==> config.mk <==
export PLATFORM = sky130hd
export DESIGN_NAME = dmux_distributor
export DESIGN_NICKNAME = d
export VERILOG_FILES = /design/src/rtl/dmux_pkg.sv /design/src/rtl/dmux_slot.sv /design/src/rtl/dmux_distributor.sv
export SDC_FILE = /design/constraint.sdc
export NUM_CORES = 1
export LEC_CHECK = 0
export CAP_MARGIN = 15
export CORE_MARGIN = 1
export CORE_UTILIZATION = 38
export DETAILED_ROUTE_END_ITERATION = 12
export HOLD_SLACK_MARGIN = 0.06
export PLACE_DENSITY_LB_ADDON = 0.25
export SYNTH_ARGS = -nofsm -noshare
export SYNTH_HDL_FRONTEND = slang
export SYNTH_SLANG_ARGS = --single-unit
export TNS_END_PERCENT = 5
==> constraint.sdc <==
create_clock -name iClk -period 1.1 [get_ports iClk]
set_input_delay 0.165 -clock iClk [delete_from_list [all_inputs] [get_ports iClk]]
set_output_delay 0.165 -clock iClk [all_outputs]
set_load 0.05 [all_outputs]
==> src/rtl/dmux_pkg.sv <==
// Shared constants and channel index type for the 1:4 distributor.
package dmux_pkg;

    localparam int unsigned WIDTH_DEF = 4;
    localparam int unsigned NUM_CH    = 4;
    localparam int unsigned CNT_W     = 8;

    typedef enum logic [1:0] {
        CH0 = 2'd0,
        CH1 = 2'd1,
        CH2 = 2'd2,
        CH3 = 2'd3
    } chIdx_e;

endpackage

==> src/rtl/dmux_slot.sv <==
// One-entry output buffer for a single distributor channel.
// Optional per-slot drain counter when DMUX_COUNT_EN is defined.
module dmux_slot
    import dmux_pkg::*;
#(
    parameter int unsigned WIDTH = WIDTH_DEF
) (
    input  logic             iClk,
    input  logic             iRst_n,
    input  logic             iLoad,
    input  logic             iReady,
    input  logic [WIDTH-1:0] iD,
    output logic             oFull,
    output logic [WIDTH-1:0] oData
`ifdef DMUX_COUNT_EN
    ,
    output logic [CNT_W-1:0] oCnt
`endif
);

    logic drain;

    assign drain = oFull & iReady;

    // A load wins over a drain so a same-cycle refill keeps the slot full.
    always_ff @(posedge iClk or negedge iRst_n) begin
        if (!iRst_n) begin
            oFull <= 1'b0;
            oData <= '0;
        end else if (iLoad) begin
            oFull <= 1'b1;
            oData <= iD;
        end else if (drain) begin
            oFull <= 1'b0;
        end
    end

`ifdef DMUX_COUNT_EN
    always_ff @(posedge iClk or negedge iRst_n) begin
        if (!iRst_n) begin
            oCnt <= '0;
        end else if (drain) begin
            oCnt <= oCnt + CNT_W'(1);
        end
    end
`endif

endmodule

==> src/rtl/dmux_distributor.sv <==
// 1:4 demultiplexer with a one-entry valid/ready buffer per channel.
// Define DMUX_COUNT_EN to add 8-bit per-channel drain counters (oCnt0..oCnt3).
module dmux_distributor
    import dmux_pkg::*;
#(
    parameter int unsigned WIDTH = WIDTH_DEF
) (
    input  logic              iClk,
    input  logic              iRst_n,
    input  logic [WIDTH-1:0]  iD,
    input  logic              iS1,
    input  logic              iS0,
    input  logic              iValid,
    output logic              oReady,
    output logic [WIDTH-1:0]  oZ0,
    output logic [WIDTH-1:0]  oZ1,
    output logic [WIDTH-1:0]  oZ2,
    output logic [WIDTH-1:0]  oZ3,
    output logic [NUM_CH-1:0] oValid,
    input  logic [NUM_CH-1:0] iReady
`ifdef DMUX_COUNT_EN
    ,
    output logic [CNT_W-1:0]  oCnt0,
    output logic [CNT_W-1:0]  oCnt1,
    output logic [CNT_W-1:0]  oCnt2,
    output logic [CNT_W-1:0]  oCnt3
`endif
);

    chIdx_e              tgt;
    logic                accept;
    logic [NUM_CH-1:0]   load;
    logic [NUM_CH-1:0]   full;
    logic [WIDTH-1:0]    zArr [NUM_CH];
`ifdef DMUX_COUNT_EN
    logic [CNT_W-1:0]    cntArr [NUM_CH];
`endif

    // Target follows the select lines every cycle; a stalled word only retargets oReady.
    assign tgt    = chIdx_e'({iS1, iS0});
    assign oReady = ~full[tgt] | iReady[tgt];
    assign accept = iValid & oReady;

    for (genvar n = 0; n < NUM_CH; n++) begin : gSlot
        assign load[n] = accept & (tgt == chIdx_e'(2'(n)));

        dmux_slot #(
            .WIDTH (WIDTH)
        ) uSlot (
            .iClk   (iClk),
            .iRst_n (iRst_n),
            .iLoad  (load[n]),
            .iReady (iReady[n]),
            .iD     (iD),
            .oFull  (full[n]),
            .oData  (zArr[n])
`ifdef DMUX_COUNT_EN
            ,
            .oCnt   (cntArr[n])
`endif
        );
    end

    assign oValid = full;
    assign oZ0    = zArr[0];
    assign oZ1    = zArr[1];
    assign oZ2    = zArr[2];
    assign oZ3    = zArr[3];

`ifdef DMUX_COUNT_EN
    assign oCnt0 = cntArr[0];
    assign oCnt1 = cntArr[1];
    assign oCnt2 = cntArr[2];
    assign oCnt3 = cntArr[3];
`endif

endmodule

* After elaboration in Yosys (flattened, before gate mapping) *
Cells that the tools add are included.

storage, ports and cells
  bits in registers = 20
  input port bits = 13
  output and inout bits = 21
  logic and storage cells = 40

operators by class
  magnitude comparators = 1
  eq/ne operators = 3
  multiplexer cells = 12
  bitwise logic cells = 11
  reductions and logical operators = 5

operator list
  kind                                                                           count
  1-bit two-way mux                                                              10
  1-bit bitwise AND                                                              9
  2-bit nonzero test                                                             4
  1-bit binary-select mux with 2-bit select                                      2
  2-bit equality test (second input constant)                                    2
  2-bit by 3-bit less-than comparator with 1-bit output (second input constant)  1
  2-bit by 1-bit equality test with 1-bit output (second input constant)         1
  2-bit zero test                                                                1
  1-bit inverter                                                                 1
  1-bit OR                                                                       1

* Longest topological paths before layout *
  depth after elaboration = 7
  gate-level depth with buffers = 4
  gate-level depth less buffers = 3

* Hierarchy *
A second synthesis with hierarchy kept.

second synthesis, totals
  cell total of the unflattened synthesis = 53
  area total of the unflattened synthesis = 832.0 um2

by module, submodules not included
  module            instances  cells each  area an instance (um2)  sequential area each (um2)
  dmux_slot         4          11          182.7                   125.1
  dmux_distributor  1          9           101.3                   0.0

* Worst setup path after synthesis *
Ideal clock, no wire load.

  path type = register to output
  from = register gSlot[3].uSlot.oFull
  to = output oReady
  arrival time = 1.026 ns
  setup slack = -0.091 ns
  stages on the path, launching flop included = 3
  buffers on the path = 0
  cells stage by stage = dfrtp_1 nand2b_1 mux4_2

between the ends
  word-level cells in the longest chain between the ends = 4

RTL lines
  what                                       RTL line                text
  start: declaration                         dmux_slot.sv:13         output logic oFull,
  start signal: assignment                   dmux_slot.sv:28         oFull <= 1'b0;
  start signal: assignment                   dmux_slot.sv:31         oFull <= 1'b1;
  start signal: assignment                   dmux_slot.sv:34         oFull <= 1'b0;
  1-bit binary-select mux with 2-bit select  dmux_distributor.sv:41  assign oReady = ~full[tgt] | iReady[tgt];
  1-bit two-way mux (not written as such)    dmux_distributor.sv:41
  1-bit inverter                             dmux_distributor.sv:41
  1-bit OR                                   dmux_distributor.sv:41
  end: declaration                           dmux_distributor.sv:14  output logic oReady,

No other way between the ends. The select of a mux whose other input is x is not followed.

* Worst setup path after layout *
Same ends and word-level chain as after synthesis.

==> impl_metrics.ini <==
[clocking]
clockBufferDepth = 2
cts_tree = built
cts-root-buf = clkbuf_4
clk_pin_slew_worst_paths_ns = 0.12
htree_levels = 1
cts_sinks = 20
clk_latency_ns = 0.30
cts_made_buffers = 3

[run]
cap_violations = 0

[synthesis]
synth_area_um2 = 873
ys_seq_area_frac = 0.573
yosys-top-cells-area = dfrtp_1 57%, mux2_2 15%, mux2_4 6.9%
ys.warnings.count = 0
ys_top_cells_by_count = 20 x dfrtp_1, 12 x mux2_2, 5 x nand2_1
avgSynthCellArea_um2 = 15.1
syn_inst = 58
yosysUniqueCellTypes = 15
synthArstFlopShare = 1.00
yosysMostFrequentCell = dfrtp_1
ys_seq_elements = 20
synth_nets = 71
yosysTopAreaCell = dfrtp_1
synthFlopType = dfrtp_1
yosys.area.top_type_share = 0.573
synth_edf_count = 0

[sta]
max_freq_mhz = 622
worst_pin_slew_ns = 0.315
fin_ws_ns = -0.508
fin_crit_ns = 1.61
hold_slack_ns = 0.192
hold_violations = 0
fin_crit_sh = 1.46
fin_skew_ns = 0.0108
rsz0062_at_grt = yes
maxSlewHeadroom = 0.790
report.final.slew_viol_count = 0
setup_viol = 21

[setup_path]
required_ns = 0.94
crit_fanout = 2
end_kind = output pin
critical_path.startpoint_type = flip-flop
crit_arrival_ns = 1.44
crit_type = reg -> out

[drt]
via_per_inst = 4.91
first_pass_iters = 4
wirelength_um = 2040
drtIter0Drc = 10
drc_errors = 0
wl_per_cell_um = 15.5
num_vias = 643
ant_nets = 0

[power]
power_density_nw_per_um2 = 1820
p_sw_frac = 0.364
comb_power_share = 0.493
clkPwrFrac = 0.148
leakage_uw = 0.000717
seqPwrFrac = 0.359
peakVddDrop_mv = 1.33
internal-power_uw = 1810
power.switching_uw = 1040

[finish]
nets = 118
n_antenna_cell = 0
area_growth_pct = 78.8
fillers = 132
seq_area_um2 = 500
multi_input_area_um2 = 345
drive_gt1_frac = 0.587
finalInstanceArea_um2 = 1560

[die]
die_width_um = 49.9
dieArea_um2 = 2490
row_count = 16
die_y_um = 49.9
initial_core_util = 0.424
ioPinCount = 34
core_area_um2 = 2060

[placement]
dp_hpwl_um = 1550
placed_cell_area_um2 = 1460
numPortBuffers = 33
routabilityCongestion = 0.743

[global_route]
grt_max_degree = 21
first_global_vias = 732
antenna_found_initial = 0
grtUsageTotal = 0.184
overflow = 0
grt_first_pass_wirelength_um = 3330

[run_status]
violations = negative setup slack
status = finished with violations

[min_path]
holdCritPathClass = in -> async
[worst max-delay path, stage by stage (launching register included)]
cell and delay, ns:
dfrtp_1 0.38, nand2b_1 0.09, mux4_2 0.50, buf_8 0.17
[per-stage QoR]
step | TNS, ns | instances | util | power, µW | setup WS (ns)
2_1_floorplan | -0.423 | 58 | - | 1640 | -0.0914
3_3_place_gp | -8.37 | 122 | 0.709 | 2380 | -0.549
3_5_place_dp | -8.96 | 122 | 0.709 | 2410 | -0.584
4_1_cts | -3.52 | 129 | 0.746 | 2860 | -0.484
5_1_grt | -5.46 | 131 | 0.757 | 2950 | -0.576
6_report | -4.27 | 131 | 0.757 | 2840 | -0.508
[cell families after synthesis]
kind of cell / count (synthesis) / synth area share
and+or+nand+nor: 15 / 0.125
buffers and inverters: 5 / 0.0473
DFF: 20 / 0.573
muxes: 17 / 0.249
AOI/OAI and AO/OA: 1 / 0.00573
[registers in the layout, summed over array words and instances (netlist names)]
| name | flops |
|---|---|
| gSlot.uSlot.oData | 16 |
| gSlot.uSlot.oFull | 4 |
[cell type report]
| class | count | area share |
|---|---|---|
| flip-flops and latches | 20 | 0.321 |
| multi-input cells | 33 | 0.221 |
| repair buffers | 47 | 0.413 |
| well taps | 27 | 0.0216 |
| clock buffers | 4 | 0.0232 |
[path summary, 6_finish.rpt]
| check | startpoint | to | slack (ns) | cells past startpoint |
|---|---|---|---|---|
| max in group asynchronous | iRst_n | gSlot[0].uSlot.oData[1] | 0.69 | 2 |
| min in group iClk | iS0 | gSlot[3].uSlot.oFull | 0.37 | 3 |
| max reg2reg | gSlot[2].uSlot.oFull | gSlot[2].uSlot.oData[2] | -0.31 | 4 |
| min reg2reg | gSlot[0].uSlot.oFull | gSlot[0].uSlot.oFull | 0.54 | 2 |
| min | iRst_n | gSlot[1].uSlot.oData[3] | 0.19 | 2 |
| max | gSlot[3].uSlot.oFull | oReady | -0.51 | 3 |
[cells in the final DEF (no fill, tap or decap), drive strengths merged]
cell,count
and3,1
buf,35
clkbuf,4
clkdlybuf4s50,10
dfrtp,20
dlygate4sd2,2
mux2,16
mux4,1
nand2,5
nand2b,4
nand3,1
nand3b,1
nor2b,2
nor3b,1
o21ai,1
[per-layer routing]
metal  routed length, µm  vias to the layer above  GRT usage
li1                    -                      288          -
met1                 769                      334      0.206
met2                1160                       17      0.331
met3                  69                        4     0.0278
met4                  36                        0     0.0952
met5                   0                        -          0
[power by group through the flow]
stage	Clock, µW	Combinational (µW)	Sequential (µW)
global route	459	1450	1040
CTS	435	1400	1020
finish	420	1400	1020
detailed placement	0	1380	1040
global placement	0	1360	1020
floorplan	0	243	1390
[timing repair]
action                                  in CTS  in global routing
hold buffers                                 0                  0
gates resized for setup                      8                  2
cloned                                       0                  0
endpoints found under the setup margin      21                 22
buffers inserted                             3                  2
Note: power is estimated with default switching activity, not from simulation.
